==> src/rtl/ps2_axi_ctrl.sv <==
`default_nettype none
`timescale 1ns/1ps
// ============================================================================
//  Module   : ps2_axi_ctrl
//  Purpose  : PS/2 receiver feeding a scan-code FIFO, exposed through a
//             single-beat 64-bit AXI4 slave register file.
//             Optional feature macro: PS2_IRQ_EN (irq port + CTRL.irq_en).
//  Revision : 1.0 - initial release
// ============================================================================
module ps2_axi_ctrl #(
    parameter int FIFO_DEPTH     = 16,
    parameter int TIMEOUT_CYCLES = 50000,
    parameter int CNT_W          = $clog2(FIFO_DEPTH) + 1
) (
    input  logic        clock,
    input  logic        resetn,
    input  logic        ps2_clk,
    input  logic        ps2_dat,
    output logic        io_slave_awready,
    input  logic        io_slave_awvalid,
    input  logic [31:0] io_slave_awaddr,
    input  logic [3:0]  io_slave_awid,
    input  logic [7:0]  io_slave_awlen,
    input  logic [2:0]  io_slave_awsize,
    input  logic [1:0]  io_slave_awburst,
    output logic        io_slave_wready,
    input  logic        io_slave_wvalid,
    input  logic [63:0] io_slave_wdata,
    input  logic [7:0]  io_slave_wstrb,
    input  logic        io_slave_wlast,
    input  logic        io_slave_bready,
    output logic        io_slave_bvalid,
    output logic [1:0]  io_slave_bresp,
    output logic [3:0]  io_slave_bid,
    output logic        io_slave_arready,
    input  logic        io_slave_arvalid,
    input  logic [31:0] io_slave_araddr,
    input  logic [3:0]  io_slave_arid,
    input  logic [7:0]  io_slave_arlen,
    input  logic [2:0]  io_slave_arsize,
    input  logic [1:0]  io_slave_arburst,
    input  logic        io_slave_rready,
    output logic        io_slave_rvalid,
    output logic [1:0]  io_slave_rresp,
    output logic [63:0] io_slave_rdata,
    output logic        io_slave_rlast,
    output logic [3:0]  io_slave_rid
`ifdef PS2_IRQ_EN
    ,
    output logic        irq
`endif
);

    localparam logic       R_IDLE = 1'b0;
    localparam logic       R_DATA = 1'b1;
    localparam logic [1:0] W_ADDR = 2'd0;
    localparam logic [1:0] W_DATA = 2'd1;
    localparam logic [1:0] W_RESP = 2'd2;

    logic [1:0]       r_clk_sync, r_dat_sync;
    logic             r_clk_prev;
    logic [3:0]       r_bitcnt;
    logic [9:0]       r_frame;
    logic [31:0]      r_tocnt;
    logic [7:0]       r_mem [FIFO_DEPTH];
    logic [CNT_W-2:0] r_wptr, r_rptr;
    logic [CNT_W-1:0] r_count;
    logic             r_ovf, r_ferr;
    logic             r_rstate, w_rnext;
    logic [1:0]       r_wstate, w_wnext;
    logic [31:0]      r_rdata;
    logic [3:0]       r_rid, r_bid;
    logic [1:0]       r_awsel;
    logic             w_strobe, w_last, w_accept, w_timeout;
    logic             w_full, w_empty, w_push, w_pop, w_ovf_set;
    logic             w_ar_hs, w_aw_hs, w_w_hs, w_ctrl_wr;
    logic             w_flush, w_clr_ovf, w_clr_ferr, w_irq_en;
    logic [31:0]      w_status, w_rd_word;
    logic             w_unused_ok;

    assign w_unused_ok = ^{io_slave_awaddr[31:5], io_slave_awaddr[2:0], io_slave_awlen,
                           io_slave_awsize, io_slave_awburst, io_slave_araddr[31:5],
                           io_slave_araddr[2:0], io_slave_arlen, io_slave_arsize,
                           io_slave_arburst, io_slave_wdata[63:3], io_slave_wstrb[7:1],
                           io_slave_wlast};

    always_ff @(posedge clock or negedge resetn) begin
        if (!resetn) begin
            r_clk_sync <= 2'b11;
            r_dat_sync <= 2'b11;
            r_clk_prev <= 1'b1;
        end else begin
            r_clk_sync <= {r_clk_sync[0], ps2_clk};
            r_dat_sync <= {r_dat_sync[0], ps2_dat};
            r_clk_prev <= r_clk_sync[1];
        end
    end

    // Frame is shifted LSB-first: after ten strobes [0]=start, [8:1]=data, [9]=parity.
    assign w_strobe  = r_clk_prev & ~r_clk_sync[1];
    assign w_last    = w_strobe && (r_bitcnt == 4'd10);
    assign w_accept  = w_last && !r_frame[0] && r_dat_sync[1] && (^r_frame[9:1]);
    assign w_timeout = (TIMEOUT_CYCLES != 0) && !w_strobe && (r_bitcnt != 4'd0) &&
                       (r_tocnt == 32'(TIMEOUT_CYCLES));

    always_ff @(posedge clock or negedge resetn) begin
        if (!resetn) begin
            r_bitcnt <= 4'd0;
            r_frame  <= 10'd0;
            r_tocnt  <= 32'd0;
        end else begin
            if (w_strobe)
                r_frame <= {r_dat_sync[1], r_frame[9:1]};
            if (w_last || w_timeout)
                r_bitcnt <= 4'd0;
            else if (w_strobe)
                r_bitcnt <= r_bitcnt + 4'd1;
            if (w_strobe || w_timeout || (r_bitcnt == 4'd0))
                r_tocnt <= 32'd0;
            else
                r_tocnt <= r_tocnt + 32'd1;
        end
    end

    assign w_ar_hs    = (r_rstate == R_IDLE) && io_slave_arvalid;
    assign w_aw_hs    = (r_wstate == W_ADDR) && io_slave_awvalid;
    assign w_w_hs     = (r_wstate == W_DATA) && io_slave_wvalid;
    assign w_ctrl_wr  = w_w_hs && (r_awsel == 2'd2) && io_slave_wstrb[0];
    assign w_flush    = w_ctrl_wr & io_slave_wdata[0];
    assign w_clr_ovf  = w_ctrl_wr & io_slave_wdata[1];
    assign w_clr_ferr = w_ctrl_wr & io_slave_wdata[2];

    // A pop frees a slot in the same cycle, so a full FIFO still accepts a push then.
    assign w_full    = (r_count == CNT_W'(FIFO_DEPTH));
    assign w_empty   = (r_count == '0);
    assign w_pop     = w_ar_hs && (io_slave_araddr[4:3] == 2'd0) && !w_empty;
    assign w_push    = w_accept && (!w_full || w_pop) && !w_flush;
    assign w_ovf_set = w_accept && w_full && !w_pop && !w_flush;

    always_ff @(posedge clock) begin
        if (w_push)
            r_mem[r_wptr] <= r_frame[8:1];
    end

    always_ff @(posedge clock or negedge resetn) begin
        if (!resetn) begin
            r_wptr  <= '0;
            r_rptr  <= '0;
            r_count <= '0;
            r_ovf   <= 1'b0;
            r_ferr  <= 1'b0;
        end else begin
            if (w_flush) begin
                r_wptr  <= '0;
                r_rptr  <= '0;
                r_count <= '0;
            end else begin
                if (w_push) r_wptr <= r_wptr + 1'b1;
                if (w_pop)  r_rptr <= r_rptr + 1'b1;
                if (w_push && !w_pop)
                    r_count <= r_count + CNT_W'(1);
                else if (w_pop && !w_push)
                    r_count <= r_count - CNT_W'(1);
            end
            r_ovf  <= w_ovf_set | (r_ovf & ~w_clr_ovf);
            r_ferr <= (w_last && !w_accept) | w_timeout | (r_ferr & ~w_clr_ferr);
        end
    end

`ifdef PS2_IRQ_EN
    logic r_irq_en, r_irq;
    always_ff @(posedge clock or negedge resetn) begin
        if (!resetn) begin
            r_irq_en <= 1'b0;
            r_irq    <= 1'b0;
        end else begin
            if (w_ctrl_wr)
                r_irq_en <= io_slave_wdata[3];
            r_irq <= r_irq_en & (!w_empty | r_ovf | r_ferr);
        end
    end
    assign w_irq_en = r_irq_en;
    assign irq      = r_irq;
`else
    assign w_irq_en = 1'b0;
`endif

    assign w_status = 32'(r_count) | {12'd0, w_full, w_empty, r_ferr, r_ovf, 16'd0};

    always_comb begin
        w_rd_word = 32'd0;
        case (io_slave_araddr[4:3])
            2'd0:    if (!w_empty) w_rd_word = {23'd0, 1'b1, r_mem[r_rptr]};
            2'd1:    w_rd_word = w_status;
            2'd2:    w_rd_word = {28'd0, w_irq_en, 3'd0};
            default: w_rd_word = 32'd0;
        endcase
    end

    always_ff @(posedge clock or negedge resetn) begin
        if (!resetn) begin
            r_rstate <= R_IDLE;
            r_wstate <= W_ADDR;
        end else begin
            r_rstate <= w_rnext;
            r_wstate <= w_wnext;
        end
    end

    always_comb begin
        w_rnext = r_rstate;
        case (r_rstate)
            R_IDLE:  if (io_slave_arvalid) w_rnext = R_DATA;
            default: if (io_slave_rready)  w_rnext = R_IDLE;
        endcase
        w_wnext = r_wstate;
        case (r_wstate)
            W_ADDR:  if (io_slave_awvalid) w_wnext = W_DATA;
            W_DATA:  if (io_slave_wvalid)  w_wnext = W_RESP;
            W_RESP:  if (io_slave_bready)  w_wnext = W_ADDR;
            default: w_wnext = W_ADDR;
        endcase
    end

    always_comb begin
        io_slave_arready = (r_rstate == R_IDLE);
        io_slave_rvalid  = (r_rstate == R_DATA);
        io_slave_rlast   = (r_rstate == R_DATA);
        io_slave_rresp   = 2'b00;
        io_slave_rdata   = {32'd0, r_rdata};
        io_slave_rid     = r_rid;
        io_slave_awready = (r_wstate == W_ADDR);
        io_slave_wready  = (r_wstate == W_DATA);
        io_slave_bvalid  = (r_wstate == W_RESP);
        io_slave_bresp   = 2'b00;
        io_slave_bid     = r_bid;
    end

    always_ff @(posedge clock or negedge resetn) begin
        if (!resetn) begin
            r_rdata <= 32'd0;
            r_rid   <= 4'd0;
            r_bid   <= 4'd0;
            r_awsel <= 2'd0;
        end else begin
            if (w_ar_hs) begin
                r_rdata <= w_rd_word;
                r_rid   <= io_slave_arid;
            end
            if (w_aw_hs) begin
                r_awsel <= io_slave_awaddr[4:3];
                r_bid   <= io_slave_awid;
            end
        end
    end

endmodule
`default_nettype wire

==> config.mk <==
export PLATFORM = sky130hd
export DESIGN_NAME = ps2_axi_ctrl
export DESIGN_NICKNAME = d
export VERILOG_FILES = /design/src/rtl/ps2_axi_ctrl.sv
export SDC_FILE = /design/constraint.sdc
export NUM_CORES = 1
export LEC_CHECK = 0
export ABC_AREA = 0
export BUFFER_PORTS_ARGS = -buffer_cell sky130_fd_sc_hd__buf_2
export CORE_MARGIN = 1.5
export CORE_UTILIZATION = 55
export CTS_BUF_LIST = sky130_fd_sc_hd__clkbuf_8 sky130_fd_sc_hd__clkbuf_16
export DETAILED_ROUTE_END_ITERATION = 12
export GPL_TIMING_DRIVEN = 0
export PLACE_DENSITY = 0.83
export SETUP_SLACK_MARGIN = 0.05
export SYNTH_ARGS = -nofsm -noshare
export SYNTH_HDL_FRONTEND = slang
export SYNTH_SLANG_ARGS = --single-unit
export TNS_END_PERCENT = 50
==> constraint.sdc <==
create_clock -name clock -period 8.82 [get_ports clock]
set_clock_uncertainty 0.05 [all_clocks]
set_input_delay 0.882 -clock clock [delete_from_list [all_inputs] [get_ports clock]]
set_output_delay 0.882 -clock clock [all_outputs]
set_load 0.02 [all_outputs]
==> flow_metrics.env <==
export IMPL_synth_yosys_warnings=0
export IMPL_drive_gt1_share_pct=26.8
export IMPL_postCtsHoldBufs=0
export IMPL_timing_slew_headroom_pct=31.9
export IMPL_antenna_found_initial=0
export IMPL_dp_slack_ns=4.71
export IMPL_num_rows=48
export IMPL_drt_pre_antenna_iters=5
export IMPL_synthCells=687
export IMPL_core_area_mm2=0.0174
export IMPL_diodes=0
export IMPL_start_kind="register"
export IMPL_htreeDepth=1
export IMPL_critical_path_max_fanout=19
export IMPL_period_share_pct=44.1
export IMPL_drcViolationCount=0
export IMPL_tightest_slew_ns=1.01
export IMPL_p_per_area_mw_per_mm2=282
export IMPL_place_inst=1020
export IMPL_syn_area_mm2=0.00981
export IMPL_cp_arrival_ns=4.28
export IMPL_synthTopCellsByArea="edfxtp_1 39%, dfrtp_1 22%, mux4_2 8.0%, buf_4 4.4%, mux2_2 2.3%"
export IMPL_status="finished, final reports clean"
export IMPL_fin_ws_ns=4.93
export IMPL_ios=262
export IMPL_worstSetupPathType="reg -> reg"
export IMPL_cts_max_path_buffers=3
export IMPL_post_cts_setup_buffer_count=0
export IMPL_start_util_pct=56.5
export IMPL_fin_hold_ws_ns=0.305
export IMPL_required_ns=9.21
export IMPL_root_buffer="clkbuf_16"
export IMPL_ant_nets=0
export IMPL_worstSetupEndpointType="register"
export IMPL_synth_seq_area_share_pct=62.7
export IMPL_die_w_um=137
export IMPL_grt_max_degree=54
export IMPL_cts_tree="built"
export IMPL_cts_resized=0
export IMPL_die_h_um=137
export IMPL_final_max_slew_violation_count=0
export IMPL_avgSynthCellArea_um2=14.3
export IMPL_max_freq_mhz=257
export IMPL_fin_tns_setup_ns=0
export IMPL_dp_hpwl_mm=13.3
export IMPL_io_buffer_count=50
export IMPL_clk_latency_ns=0.52
export IMPL_r2r_start="r_frame[3]"
export IMPL_numCtsBuffers=23
export IMPL_routed_wl_mm=19.3
export IMPL_first_iter_violations=438
export IMPL_rsz0062_at_grt="no"
export IMPL_maxCapViolCount=0
export IMPL_ys_flop_type="edfxtp_1"
export IMPL_cts_sinks=220
export IMPL_path_clk_slew_ns=0.06
export IMPL_dieArea_mm2=0.0186
export IMPL_grt_pass1_wl_mm=30.4
export IMPL_wire_per_inst_um=18.2
export IMPL_area_growth_pct=15.0
export IMPL_gr_total_overflow=0
export IMPL_vdd_drop_max_mv=0.197
export IMPL_synth_top_cell_by_area="edfxtp_1"
export IMPL_power_leakage_nw=4.56
export IMPL_ff2ff_setup_slack_ns=4.93
export IMPL_synth_edf_count=128
export IMPL_grt_pass1_vias=5670
export IMPL_final_instance_count_excl_fill=1062
export IMPL_yosys_cell_types_count=56
export IMPL_hold_violations=0
export IMPL_setup_viol=0
export IMPL_vias_per_cell=5.49
export IMPL_final_cell_mix="128 x edfxtp_1, 87 x dfrtp_1, 61 x buf_4, 55 x conb_1, 53 x buf_2"
export IMPL_yosys_area_top_type_share_pct=39.2
export IMPL_gr_usage_all_layers_pct=21.4
export IMPL_num_vias=5828
export IMPL_gp_congestion=0.833
export IMPL_critPathLaunch="r_frame[3]"
export IMPL_layout_commonest_cell="edfxtp_1"
export IMPL_layout_min_cycle_time_ns=3.89
export IMPL_final_nets=1015
export IMPL_async_reset_ff_share_pct=41.8
export IMPL_min_path_type="in -> async"
export IMPL_synth_seq_cells=220
-- path summary, 6_finish.rpt --
path                       cells past startpoint       endpoint
hold reg to reg                                0  r_clk_sync[1]
hold / removal                                 1    r_rdata[16]
setup / recovery                              11     r_count[4]
setup reg to reg                              11     r_count[4]
max in group asynchronous                      2  r_dat_sync[1]
min in group clock                             0  r_clk_sync[1]
-- metrics by stage --
step | cell area, µm² | util, % | total power [W]
finish | 11300 | 65.0 | 0.00318
global route | 11300 | 65.0 | 0.00333
CTS | 11300 | 65.0 | 0.00320
detailed placement | 10600 | 61.2 | 0.00234
global placement | 10500 | 60.7 | 0.00229
floorplan | 10000 | - | 0.00207
-- layer usage --
metal | wire length, µm | up-vias | track usage (%)
li1 | - | 2683 | -
met1 | 7910 | 2910 | 28.8
met2 | 9900 | 192 | 36.2
met3 | 932 | 43 | 2.93
met4 | 597 | 0 | 7.03
met5 | 0 | - | 0
-- cell usage after synthesis, drive strengths merged (6+ instances only) --
cell type  instances
nor2b              7
xor2              22
clkbuf            18
nor2              44
o21ai             17
a22o               6
dfrtp             87
nand4             15
or3               10
ha                14
nand3             15
nor4               8
a22oi             10
mux2              20
a21oi             25
xnor2             16
nand2             38
nor3              10
buf               61
edfxtp           128
inv               17
mux4              35
and2              18
-- state kept, by name, indices dropped and copies added (netlist names) --
name,count
r_tocnt,32
r_ferr,1
io_slave_bid,4
r_rptr,4
r_count,5
r_bitcnt,4
r_clk_prev,1
r_ovf,1
r_frame,10
r_awsel,2
r_wptr,4
r_wstate,2
io_slave_rlast,1
r_dat_sync,2
r_clk_sync,2
io_slave_rid,4
r_mem,128
r_rdata,13
-- report_power, final --
part	leakage [nW]	internal, W	switching (W)
sequential	2.34	0.00127	0.000163
combinational	1.87	0.000401	0.000496
clock	0.356	0.000474	0.000384
total	4.56	0.00214	0.00104
-- cell type report --
class                           instances  area [µm²]
Fill cell                            1196        6070
Buffer                                 79         517
Inverter                               17        63.8
Multi-Input combinational cell        425        3300
Clock buffer                           23         576
Clock inverter                         19        87.6
Tap cell                              225         282
Timing Repair Buffer                   54         303
Sequential cell                       220        6150
-- cells by family (layout without fill, tap and decap cells) --
group	after synthesis	in the layout	share of synthesized area [%]
other	1	55	0.0382
AND/OR/NAND/NOR	190	190	10.5
adder cells (fa/ha/maj)	15	15	1.99
XOR/XNOR	39	39	3.90
AO/OA/AOI/OAI	68	68	4.24
flip-flops	220	220	62.7
multiplexers	58	58	10.6
buffers and inverters	96	192	5.92
-- worst max-delay path, stage by stage, from the launching register on --
cell	delay (ns)
dfrtp_1	0.76
xnor2_1	0.19
xnor3_2	0.51
xnor2_4	0.33
nand3_4	0.16
or3_1	0.53
fa_1	0.46
a21o_1	0.21
a21oi_1	0.19
nor2_1	0.06
mux2i_1	0.19
mux2i_1	0.20
(Power assumes the default switching activity.)
